**src/rtl/led_recver.sv**
```systemverilog
// LED receiver: takes beats from a NAP stream, buffers bytes from one source in a small FIFO,
// and shows each on the LEDs for a minimum hold time, with sequence checking and an inactivity timeout.
module led_recver #(
    parameter int FIFO_DEPTH     = 4,
    parameter int HOLD_CYCLES    = 10000000,
    parameter int TIMEOUT_CYCLES = 100000000,
    parameter int DATA_WIDTH     = 8
) (
    input  logic                          clk,
    input  logic                          resetn,
    input  logic [3:0]                    expected_src,
    input  logic                          nap_valid,
    output logic                          nap_ready,
    input  logic [3:0]                    nap_addr,
    input  logic [DATA_WIDTH-1:0]         nap_data,
    output logic [7:0]                    led,
    output logic                          timeout,
    output logic [15:0]                   rx_count,
    output logic [7:0]                    drop_count,
    output logic [7:0]                    err_count,
    output logic [$clog2(FIFO_DEPTH):0]   fifo_level
);

    localparam int AW = $clog2(FIFO_DEPTH);
    localparam int LW = AW + 1;
    localparam int HW = (HOLD_CYCLES > 1) ? $clog2(HOLD_CYCLES) : 1;
    localparam int CW = $clog2(TIMEOUT_CYCLES);

    localparam logic [LW-1:0] DEPTH_L   = LW'(FIFO_DEPTH);
    localparam logic [HW-1:0] HOLD_INIT = HW'(HOLD_CYCLES - 1);
    localparam logic [CW-1:0] IDLE_MAX  = CW'(TIMEOUT_CYCLES - 1);
    localparam logic [CW-1:0] IDLE_PRE  = CW'(TIMEOUT_CYCLES - 2);

    typedef enum logic [0:0] {
        ST_IDLE = 1'b0,
        ST_HOLD = 1'b1
    } drain_state_t;

    function automatic logic [7:0] rotl8(input logic [7:0] v);
        return {v[6:0], v[7]};
    endfunction

    // Registered state
    logic                 ready_en_r;
    logic [7:0]           mem_r [FIFO_DEPTH];
    logic [AW-1:0]        wr_ptr_r;
    logic [AW-1:0]        rd_ptr_r;
    logic [LW-1:0]        level_r;
    drain_state_t         state_r;
    logic [HW-1:0]        hold_r;
    logic [7:0]           led_r;
    logic                 clear_pending_r;
    logic [CW-1:0]        idle_r;
    logic                 timeout_r;
    logic                 ref_valid_r;
    logic [7:0]           ref_r;
    logic [15:0]          rx_r;
    logic [7:0]           drop_r;
    logic [7:0]           err_r;

    // Combinational decode
    logic                 nap_ready_s;
    logic                 accept_s;
    logic                 match_s;
    logic                 drop_s;
    logic                 push_s;
    logic                 pop_s;
    logic                 fifo_empty_s;
    logic                 idle_empty_s;
    logic                 timeout_set_s;
    logic                 seq_err_s;
    logic [7:0]           byte_s;

    // Handshake, classification and event decode for this cycle
    always_comb begin
        byte_s        = nap_data[7:0];
        nap_ready_s   = ready_en_r && (level_r < DEPTH_L);
        accept_s      = nap_valid && nap_ready_s;
        match_s       = accept_s && (nap_addr == expected_src);
        drop_s        = accept_s && (nap_addr != expected_src);
        // ready already excludes a full FIFO, so every match can push
        push_s        = match_s;
        fifo_empty_s  = (level_r == {LW{1'b0}});
        idle_empty_s  = (state_r == ST_IDLE) && fifo_empty_s;
        pop_s         = (state_r == ST_IDLE) && !fifo_empty_s;
        timeout_set_s = !match_s && (idle_r == IDLE_PRE);
        // the reference is not trusted again until a byte has arrived after a timeout
        seq_err_s     = match_s && ref_valid_r && !timeout_r && (byte_s != rotl8(ref_r));
    end

    // Holds ready low for one cycle after reset release
    always_ff @(posedge clk) begin
        if (!resetn) begin
            ready_en_r <= 1'b0;
        end else begin
            ready_en_r <= 1'b1;
        end
    end

    // FIFO storage write port
    always_ff @(posedge clk) begin
        if (push_s) begin
            mem_r[wr_ptr_r] <= byte_s;
        end
    end

    // FIFO pointers and occupancy
    always_ff @(posedge clk) begin
        if (!resetn) begin
            wr_ptr_r <= {AW{1'b0}};
            rd_ptr_r <= {AW{1'b0}};
            level_r  <= {LW{1'b0}};
        end else begin
            if (push_s) begin
                wr_ptr_r <= wr_ptr_r + AW'(1);
            end
            if (pop_s) begin
                rd_ptr_r <= rd_ptr_r + AW'(1);
            end
            case ({push_s, pop_s})
                2'b10:   level_r <= level_r + LW'(1);
                2'b01:   level_r <= level_r - LW'(1);
                default: level_r <= level_r;
            endcase
        end
    end

    // Drain FSM: shows the FIFO head, then holds it before taking the next
    always_ff @(posedge clk) begin
        if (!resetn) begin
            state_r         <= ST_IDLE;
            hold_r          <= {HW{1'b0}};
            led_r           <= 8'h00;
            clear_pending_r <= 1'b0;
        end else begin
            // a timeout seen while busy blanks the LEDs once the display goes quiet
            if (match_s) begin
                clear_pending_r <= 1'b0;
            end else if (timeout_set_s && !idle_empty_s) begin
                clear_pending_r <= 1'b1;
            end else if (idle_empty_s) begin
                clear_pending_r <= 1'b0;
            end else begin
                clear_pending_r <= clear_pending_r;
            end

            case (state_r)
                ST_IDLE: begin
                    if (!fifo_empty_s) begin
                        led_r   <= mem_r[rd_ptr_r];
                        hold_r  <= HOLD_INIT;
                        state_r <= ST_HOLD;
                    end else if (timeout_set_s || (clear_pending_r && !match_s)) begin
                        led_r   <= 8'h00;
                    end else begin
                        led_r   <= led_r;
                    end
                end
                ST_HOLD: begin
                    if (hold_r == {HW{1'b0}}) begin
                        state_r <= ST_IDLE;
                    end else begin
                        hold_r  <= hold_r - HW'(1);
                    end
                end
                default: begin
                    state_r <= ST_IDLE;
                    hold_r  <= {HW{1'b0}};
                end
            endcase
        end
    end

    // Inactivity timer and sticky timeout flag
    always_ff @(posedge clk) begin
        if (!resetn) begin
            idle_r    <= {CW{1'b0}};
            timeout_r <= 1'b0;
        end else begin
            if (match_s) begin
                idle_r <= {CW{1'b0}};
            end else if (idle_r != IDLE_MAX) begin
                idle_r <= idle_r + CW'(1);
            end else begin
                idle_r <= idle_r;
            end

            if (match_s) begin
                timeout_r <= 1'b0;
            end else if (timeout_set_s) begin
                timeout_r <= 1'b1;
            end else begin
                timeout_r <= timeout_r;
            end
        end
    end

    // Sequence reference and statistics counters
    always_ff @(posedge clk) begin
        if (!resetn) begin
            ref_valid_r <= 1'b0;
            ref_r       <= 8'h00;
            rx_r        <= 16'h0000;
            drop_r      <= 8'h00;
            err_r       <= 8'h00;
        end else begin
            if (match_s) begin
                ref_valid_r <= 1'b1;
                ref_r       <= byte_s;
                rx_r        <= rx_r + 16'd1;
            end
            if (drop_s && (drop_r != 8'hFF)) begin
                drop_r <= drop_r + 8'd1;
            end
            if (seq_err_s && (err_r != 8'hFF)) begin
                err_r <= err_r + 8'd1;
            end
        end
    end

    assign nap_ready  = nap_ready_s;
    assign led        = led_r;
    assign timeout    = timeout_r;
    assign rx_count   = rx_r;
    assign drop_count = drop_r;
    assign err_count  = err_r;
    assign fifo_level = level_r;

endmodule

```
**config.mk**
```make
export PLATFORM = sky130hd
export DESIGN_NAME = led_recver
export DESIGN_NICKNAME = d
export VERILOG_FILES = /design/src/rtl/led_recver.sv
export SDC_FILE = /design/constraint.sdc
export NUM_CORES = 1
export LEC_CHECK = 0
export ABC_CLOCK_PERIOD_IN_PS = 3800
export CAP_MARGIN = 10
export CORE_MARGIN = 8
export CORE_UTILIZATION = 57
export CTS_CLUSTER_SIZE = 30
export DETAILED_ROUTE_END_ITERATION = 8
export GPL_ROUTABILITY_DRIVEN = 0
export GPL_TIMING_DRIVEN = 0
export MAX_ROUTING_LAYER = met4
export PLACE_DENSITY = 0.8
export SYNTH_ARGS = -nofsm -noshare
export SYNTH_HDL_FRONTEND = slang
export SYNTH_SLANG_ARGS = --single-unit
```
**constraint.sdc**
```tcl
create_clock -name clk -period 3.8 [get_ports clk]
set_clock_uncertainty 0.05 [all_clocks]
set_input_delay 0.76 -clock clk [delete_from_list [all_inputs] [get_ports clk]]
set_output_delay 0.76 -clock clk [all_outputs]
set_load 0.005 [all_outputs]
```
* Word-level counts from Yosys, hierarchy flattened *
Memory sizes are Yosys's and may differ from the RTL's. A register that Yosys moved wholly into a read port is not among the register bits.
Index checks and enable logic that the tools add are counted.

storage, ports and cells
  register bits = 111
  logic and storage cells = 82
  bits in writable memories = 32
  memories kept = 1
  output and inout bits = 45
  input port bits = 19

operators by class
  add/subtract/negate cells = 9
  reductions and logical operators = 26
  eq/ne operators = 12
  $lt $le $gt $ge = 1
  bitwise gates (word level) = 2
  muxes and demuxes = 16

memories
  memory  words  width  rd ports  clocked after memory_dff  wr ports  RTL line  source
  mem_r   4      8      1         1                         1         45        logic [7:0] mem_r [FIFO_DEPTH];

operator list
  kind                                                count
  two-way mux 24 bit                                  2
  one-hot mux 24 bit (2 select lines)                 1
  adder 27 x 1 -> 27 bit, second input constant       1
  == test 27 bit, second input constant               1
  != test 27 bit, second input constant               1
  logical NOT 24 bit                                  1
  subtractor 24 x 1 -> 24 bit, second input constant  1
  adder 16 x 1 -> 16 bit, second input constant       1
  adder 8 x 1 -> 8 bit, second input constant         2
  two-way mux 8 bit                                   2
  != test 8 bit, second input constant                2
  logical AND 1 bit                                   14
  != test 8 bit                                       1
  two-way mux 1 bit                                   7
  one-hot mux 3 bit (2 select lines)                  1
  adder 2 x 1 -> 2 bit, second input constant         2
  == test 4 bit                                       1
  logical NOT 1 bit                                   4
  two-way mux 2 bit                                   2
  != test 2 bit, second input constant                2
  != test 4 bit                                       1
  AND reduction 2 bit                                 2
  nonzero test 2 bit                                  2
  adder 3 x 1 -> 3 bit, second input constant         1
  10 further kinds                                    11

* Logic depth before layout (Yosys ltp) *
Gate-level depths: netlist of the first run.

  depth in word-level cells = 9
  gate-level depth with buffers = 13
  gate-level depth less buffers = 10

* Worst setup path before layout of the first run *
Ideal clock, no wire load.

  path type = input port to flip-flop
  start = in nap_addr[2]
  end = reg level_r[2] (netlist: fifo_level[2])
  stages on the path = 13
  buffers on the path = 3
  setup time = 0.070 ns
  required time = 3.680 ns
  arrival time = 3.182 ns
  path slack = 0.498 ns
  cell sequence = xnor2_1 -> and4_1 -> and2_1 -> buf_2 -> inv_1 -> clkbuf_1 -> buf_2 -> ha_1 -> inv_1 -> fa_1 -> xor2_1 -> or3_1 -> a21oi_1

on the way
  longest elaborated chain between the ends = 4
  elaborated cells on any way between the ends = 6
  classes of those cells = 3 x eq/ne; 1 x mux; 2 x reduce/logical

ends and longest elaborated chain
  item                                                                      RTL line  source
  start: declaration                                                        14        input logic [3:0] nap_addr,
  == test 4 bit (*)                                                         79        match_s = accept_s && (nap_addr == expected_src);
  logical AND 1 bit (*)                                                     79
  == test 2 x 1 -> 1 bit or == test 2 bit (tied branches)                   120       case ({push_s, pop_s})
  one-hot mux 3 bit (2 select lines) or nonzero test 2 bit (tied branches)  -
  end signal: assignment                                                    121       2'b10: level_r <= level_r + LW'(1);
  end signal: assignment                                                    122       2'b01: level_r <= level_r - LW'(1);
  end signal: assignment                                                    123       default: level_r <= level_r;
  end: declaration                                                          48        logic [LW-1:0] level_r;

Every way passes the cells marked *; elsewhere a longest branch is shown, timed or not.
A chain may end at the register's enable or synchronous reset.

* Worst setup path in the final report of the first run *
Same ends and word-level chain as after synthesis.

==> results.tsv, run 1 <==
stage	metric	value	unit
floorplanning	num_rows	39	
clock_tree	cts_tree	built	
clock_tree	ctsHoldBuffers	0	
worst_setup_path	path_class	in2reg	
detailed_routing	drt_wl_total	15200	um
detailed_routing	drt_iter0_drc	460	
worst_setup_path	crit_path_start	nap_addr[2]	
clock_tree	root_buffer	clkbuf_16	
worst_setup_path	start_kind	input port	
power_and_ir_drop	peakVddDrop	0.506	mV
logic_synthesis	synth_top_area_share	35.0	%
sta	fmax	0.277	GHz
power_and_ir_drop	power_density	617	nW/um^2
sta	period_minus_slack	3.61	ns
power_and_ir_drop	p_leak	2.62	nW
worst_setup_path	cp_num_buf_inv	5	
run	cap_violations	0	
clock_tree	clk_pin_slew	0.06	ns
worst_setup_path	cpPeakStageDelay	0.42	ns
worst_setup_path	cp.depth	13	
global_routing	antenna_found_initial	0	
clock_tree	cts_htree_levels	4	
worst_setup_path	r2r_slack	0.57	ns
logic_synthesis	avgSynthCellArea	9.94	um^2
logic_synthesis	ys_seq_area_share	49.8	%
global_routing	grt_pass1_wl	25100	um
floorplanning	die_x	123	um
floorplanning	die_height	123	um
worst_setup_path	end_kind	register	
floorplanning	ioPinCount	64	
sta	fin_crit_sh	95.0	%
global_routing	grt_use_total	21.8	%
power_and_ir_drop	power	4.85	mW
sta	fin_worst_hold_slack	0.431	ns
worst_hold_path	min_path_type	reg2reg	
cells_and_area	final_nets	765	
clock_tree	clock_insertion_delay_worst_skew	0.43	ns
sta	setup_violations	0	
cells_and_area	antenna_cells	0	
detailed_routing	wire_per_inst	17.1	um
logic_synthesis	synth_ff_type	dfxtp_1	
logic_synthesis	yosys_warnings	0	
cells_and_area	synthToLayoutAreaGrowth	21.5	%
logic_synthesis	synth_edf_count	32	
clock_tree	cts_made_buffers	17	
worst_setup_path	required	4.10	ns
sta	final.setup.tns	0	ns
detailed_routing	vias	5254	
cells_and_area	layout-drive-gt1-share	7.77	%
global_routing	grt_pass1_vias	5164	
logic_synthesis	ys_async_sr_fraction	0	%
sta	rsz0062_at_grt	false	
cells_and_area	final_common_cell	dfxtp_1	
global_routing	gr-total-overflow	0	
worst_hold_path	hold_depth	2	
sta	hold_viol	0	
worst_setup_path	r2r_cells	11	
detailed_routing	drc	0	
logic_synthesis	ys_ff_latch	145	
worst_setup_path	slowest_stage	clkdlybuf4s50_1	
logic_synthesis	syn_area	6470	um^2
logic_synthesis	synthTopCellsByArea	dfxtp_1 (35%), edfxtp_1 (15%), xnor2_1 (5.8%)	
worst_setup_path	cp_max_fo	16	
floorplanning	die-area	15000	um^2
clock_tree	post_cts_buffers	0	
floorplanning	core-area	11300	um^2
placement	post-dp-hpwl	10800	um
logic_synthesis	yosysTopAreaCell	dfxtp_1	
worst_setup_path	critical_path.endpoint	fifo_level[2]	
floorplanning	start_util	57.4	%
logic_synthesis	ys_types	57	
logic_synthesis	netlist_instances	651	
clock_tree	cts.sinks	145	
detailed_routing	vias_per_cell	5.91	
global_routing	grt_max_degree	17	
sta	maxSlewViolCount	0	
placement	portBuffers	63	
sta	slew_headroom	37.0	%
detailed_routing	ant_nets	0	
worst_setup_path	cp_cell_sequence	clkdlybuf4s50_1 -> xnor2_1 -> and4_1 -> and2_1 -> buf_2 -> inv_1 -> buf_2 -> ha_1 -> inv_1 -> fa_1 -> xor2_1 -> or3_1 -> a21oi_1	
logic_synthesis	syn-num-nets	683	
cells_and_area	utilization	69.7	%
worst_setup_path	crit_arrival	3.91	ns
worst_setup_path	r2r-start	fifo_level[2]	
worst_setup_path	crit_family	buffers and inverters	
cells_and_area	final_cell_mix	dfxtp_1 (113), nor2_1 (75), clkdlybuf4s50_1 (63)	
detailed_routing	dr.pass1.iters	5	
run_status	outcome	finished clean	
sta	worstMarginPinSlew	0.937	ns
worst_setup_path	rr_endpoint	fifo_level[2]	
clock_tree	clockBufferDepth	2	
[sequential cells by signal (all words and copies together), names as in the netlist, 3 cells and up, named ones only]
signal,flops
mem_r,32
idle_r,27
hold_r,24
rx_count,16
drop_count,8
err_count,8
led,8
ref_r,8
fifo_level,3
[through the flow]
step,setup slack [ns],std cells,cell area [um^2]
after floorplan,0.498,651,6470
after global placement,-0.249,857,7280
after detailed placement,-0.455,857,7280
after CTS,0.216,888,7860
after global routing,0.0438,889,7860
final,0.192,889,7860
[kinds of logic (layout without fill, tap and decap cells)]
kind of cell	count (synthesis)	after routing	synth area share (%)
simple gates	268	268	21.9
flops	145	145	49.8
compound gates	99	99	10.3
xor+xnor	70	70	9.47
buf+inv	47	142	3.02
fa+ha+maj	13	13	2.63
mux	9	9	2.94
[tightest hold or removal path, stage by stage, from the launching register on]
cell,delay [ns]
dfxtp_1,0.32
nand2_1,0.06
a21oi_1,0.06
[timing repair]
item	in CTS	in global routing
endpoints found under the setup margin	1	0
resized for setup	0	0
endpoints found under the hold margin	0	0
[worst min-delay path by stage]
| stage | startpoint | endpoint | slack [ns] |
|---|---|---|---|
| global placement | ref_r[0] | ref_r[0] | 0.41 |
| CTS | ref_r[1] | ref_r[1] | 0.42 |
| finish | ref_r[4] | ref_r[4] | 0.43 |
| detailed placement | ref_r[1] | ref_r[1] | 0.42 |
| global route | ref_r[1] | ref_r[1] | 0.45 |
| floorplan | ref_r[0] | ref_r[0] | 0.40 |
[per-layer routing]
metal / share of wire, % / GRT usage, % / wire (um) / vias to the layer above
met5: 0 / - / 0 / -
met4: 1.8 / 9.29 / 278 / 0
met3: 4.1 / 4.55 / 622 / 26
met2: 50 / 35.2 / 7610 / 148
met1: 44 / 25.9 / 6700 / 2555
li1: - / - / - / 2525
[cells in the mapped netlist (all sizes together) (2+ instances only)]
master	count
nor2b	4
o31a	2
and2	10
nor3	24
or3	10
nor2	76
o41ai	2
nand3	30
mux4	8
o21ai	18
dfxtp	113
nand4b	5
o31ai	7
o2111ai	2
or2	2
and3	12
or4	14
inv	18
nor4b	4
a31oi	3
buf	7
ha	12
nand4	28
xnor2	43
clkbuf	21
edfxtp	32
o211ai	6
nor4	10
a32o	8
a21oi	33
o21a	11
xor2	27
nand2	34
[cell type report]
class	instances	area, um^2
Buffer	27	120
Clock buffer	19	453
Clock inverter	13	126
Fill cell	821	3410
Inverter	19	71.3
Multi-Input combinational cell	459	3050
Sequential cell	145	3220
Tap cell	143	179
Timing Repair Buffer	64	636
[power breakdown]
part / internal, mW / switching, mW
Clock: 0.945 / 0.679
Combinational: 0.617 / 0.727
Sequential: 1.73 / 0.149
Total: 3.29 / 1.56
Power figures use the tool's default switching activity.
==> inputs of run 2 (changes only) <==
Settings changed: SKIP_LAST_GASP set to 1.
==> results of run 2 <==
Same layout as run 1: the final DEF is identical, and so are final timing and power.
==> inputs of run 3 (changes only) <==
Settings changed: CELL_PAD_IN_SITES_DETAIL_PLACEMENT set to 1, CELL_PAD_IN_SITES_GLOBAL_PLACEMENT set to 1, CORE_UTILIZATION 57 to 44, CTS_CLUSTER_DIAMETER set to 40, PLACE_DENSITY 0.8 to unset, PLACE_DENSITY_LB_ADDON set to 0.1.
==> run 3 against run 2 <==
Count of clock-buffer cells in the layout shrank 2. Sequential power hardly changed. Die area rose by 25%. Worst hold slack worse by 0.0085 ns. Largest cell class unchanged. Largest power group unchanged. Critical path type unchanged. Cell area is 1.1% higher. Critical path depth stayed put. Final cell count up 4.6%.
==> results.tsv, run 3 (synthesis gave the netlist of run 1 again) <==
stage	metric	value	unit	change
detailed_routing	dr.pass1.iters	4		was 5
cells_and_area	antenna_cells	0		unchanged
detailed_routing	wire_per_inst	18.3	um	was 17.1 um
worst_setup_path	slowest_stage	clkdlybuf4s50_1		unchanged
worst_setup_path	required	4.10	ns	about the same
detailed_routing	ant_nets	0		unchanged
worst_setup_path	r2r-start	fifo_level[2]		unchanged
cells_and_area	largest_register	mem_r		unchanged
floorplanning	ioPinCount	64		unchanged
sta	final.setup.tns	0	ns	unchanged
clock_tree	cts_tree	built		unchanged
detailed_routing	drt_iter0_drc	167		was 460
worst_hold_path	hold_end	ref_r[1]		was ref_r[4]
cells_and_area	final_nets	765		unchanged
power_and_ir_drop	peakVddDrop	0.409	mV	was 0.506 mV
run_status	outcome	finished clean		unchanged
detailed_routing	drt_wl_total	17000	um	was 15,200 um
clock_tree	clock_insertion_delay_worst_skew	0.42	ns	was 0.43 ns
cells_and_area	reg.largest.list	mem_r (32), idle_r (27), hold_r (24)		unchanged
global_routing	gr-total-overflow	0		unchanged
worst_hold_path	worstHoldStart	ref_r[1]		was ref_r[4]
worst_setup_path	r2r_slack	0.78	ns	was 0.57 ns
floorplanning	die_x	137	um	was 123 um
cells_and_area	postLayoutCellArea	7950	um^2	was 7860 um^2
clock_tree	cts_htree_levels	4		unchanged
sta	worstMarginPinSlew	1.01	ns	was 0.937 ns
cells_and_area	final_common_cell	dfxtp_1		unchanged
global_routing	grt_max_degree	18		was 17
worst_setup_path	rr_endpoint	fifo_level[2]		unchanged
sta	maxSlewViolCount	0		unchanged
detailed_routing	drc	0		unchanged
floorplanning	start_util	44.7	%	was 57.4%
worst_setup_path	r2r_cells	11		unchanged
placement	post-dp-hpwl	12300	um	was 10,800 um
sta	slew_headroom	31.9	%	was 37.0%
cells_and_area	synthToLayoutAreaGrowth	22.9	%	was 21.5%
worst_setup_path	end_kind	register		unchanged
worst_setup_path	cpPeakStageDelay	0.42	ns	about the same
worst_setup_path	start_kind	input port		unchanged
floorplanning	die-area	18800	um^2	was 15,000 um^2
worst_setup_path	crit_family	buffers and inverters		unchanged
worst_hold_path	min_path_type	reg2reg		unchanged
worst_setup_path	cp_cell_sequence	clkdlybuf4s50_1 -> xnor2_1 -> and4_1 -> and2_1 -> buf_2 -> clkinvlp_4 -> buf_2 -> ha_1 -> inv_1 -> fa_1 -> xor2_1 -> or3_1 -> a21oi_1		was clkdlybuf4s50_1 -> xnor2_1 -> and4_1 -> and2_1 -> buf_2 -> inv_1 -> buf_2 -> ha_1 -> inv_1 -> fa_1 -> xor2_1 -> or3_1 -> a21oi_1
worst_hold_path	hold_depth	2		unchanged
sta	rsz0062_at_grt	false		unchanged
worst_setup_path	path_class	in2reg		unchanged
clock_tree	cts.sinks	145		unchanged
clock_tree	cts_made_buffers	17		unchanged
global_routing	grt_use_total	19.7	%	was 21.8%
clock_tree	post_cts_buffers	0		unchanged
placement	postPlaceCellArea	7330	um^2	was 7280 um^2
worst_setup_path	cp_num_buf_inv	5		unchanged
power_and_ir_drop	power_density	625	nW/um^2	was 617 nW/um^2
sta	fin_worst_hold_slack	0.422	ns	was 0.431 ns
power_and_ir_drop	p_leak	2.64	nW	was 2.62 nW
worst_setup_path	cp.depth	13		unchanged
worst_setup_path	crit_arrival	3.72	ns	was 3.91 ns
floorplanning	core-area	14500	um^2	was 11,300 um^2
floorplanning	num_rows	44		was 39
sta	setup_violations	0		unchanged
sta	period_minus_slack	3.42	ns	was 3.61 ns
global_routing	antenna_found_initial	0		unchanged
global_routing	grt_pass1_vias	5543		was 5,164
cells_and_area	largest_register_ffs	32		unchanged
cells_and_area	final_cell_mix	dfxtp_1 (113), nor2_1 (75), clkdlybuf4s50_1 (63)		unchanged
cells_and_area	utilization	54.9	%	was 69.7%
floorplanning	die_height	137	um	was 123 um
run	cap_violations	0		unchanged
sta	hold_viol	0		unchanged
clock_tree	clockBufferDepth	2		unchanged
cells_and_area	fill_cells	1593		was 821
detailed_routing	vias	5169		was 5,254
worst_setup_path	cp_max_fo	16		unchanged
cells_and_area	layout-drive-gt1-share	8.04	%	was 7.77%
global_routing	grt_pass1_wl	28400	um	was 25,100 um
sta	fmax	0.292	GHz	was 0.277 GHz
placement	portBuffers	63		unchanged
clock_tree	clk_pin_slew	0.07	ns	was 0.06 ns
clock_tree	root_buffer	clkbuf_16		unchanged
worst_setup_path	cp_common_cell	buf_2		
detailed_routing	vias_per_cell	5.56		was 5.91
sta	fin_crit_sh	90.0	%	was 95.0%
run 3: cell types whose count changed in the layout (fill, tap and decap cells not counted), sizes merged:
cell    previous run  this run
inv               22        26
clkinv             7         5
clkbuf            40        38
run 3: layout make-up:
type / count / area (um^2) / share of cell area, %
Sequential cell: 145 / 3220 / 40.5
Multi-Input combinational cell: 459 / 3050 / 38.4
Timing Repair Buffer: 64 / 636 / 7.99
Clock buffer: 17 / 425 / 5.35
Tap cell: 184 / 230 / 2.90
Clock inverter: 15 / 189 / 2.38
Buffer: 27 / 120 / 1.51
Inverter: 19 / 75.1 / 0.944
run 3: report_power, final:
group	leakage, nW	switching, mW	internal (mW)
sequential	1.20	0.148	1.73
combinational	1.14	0.763	0.619
clock	0.298	0.758	0.950
run 3: how the worst max path moves through the flow:
stage	startpoint	endpoint	slack, ns
floorplan	nap_addr[2]	fifo_level[2]	0.50
global placement	expected_src[2]	fifo_level[2]	-0.36
detailed placement	expected_src[3]	fifo_level[2]	-0.43
CTS	expected_src[3]	fifo_level[2]	0.21
global route	nap_addr[2]	fifo_level[2]	0.17
finish	expected_src[3]	fifo_level[2]	0.38
run 3: repair_timing:
action	in CTS	in global routing
pin swaps	0	0
hold buffers	0	0
resized for setup	0	1
endpoints found under the setup margin	1	1
run 3: worst register-to-register path, cell delays in order (launching register included):
cell	delay [ns]
dfxtp_1	0.50
and3b_1	0.29
and2_1	0.17
buf_2	0.18
clkinvlp_4	0.22
buf_2	0.28
ha_1	0.22
inv_1	0.06
fa_1	0.37
xor2_1	0.16
or3_1	0.31
a21oi_1	0.13
run 3: metrics by stage:
stage,worst slack (ns),instances,total power [mW]
after floorplan,0.498,651,2.85
after global placement,-0.357,898,3.22
after detailed placement,-0.433,898,3.28
after CTS,0.212,929,5.02
after global routing,0.170,930,5.24
final,0.381,930,4.97
run 3: layer usage:
layer  global-route usage (%)  vias to the layer above  routed length [um]
met4                     5.19                        0                 187
met2                     35.0                       68                9090
li1                         -                     2526                   -
met1                     22.0                     2556                7350
met5                        -                        -                   0
met3                     4.12                       19                 403
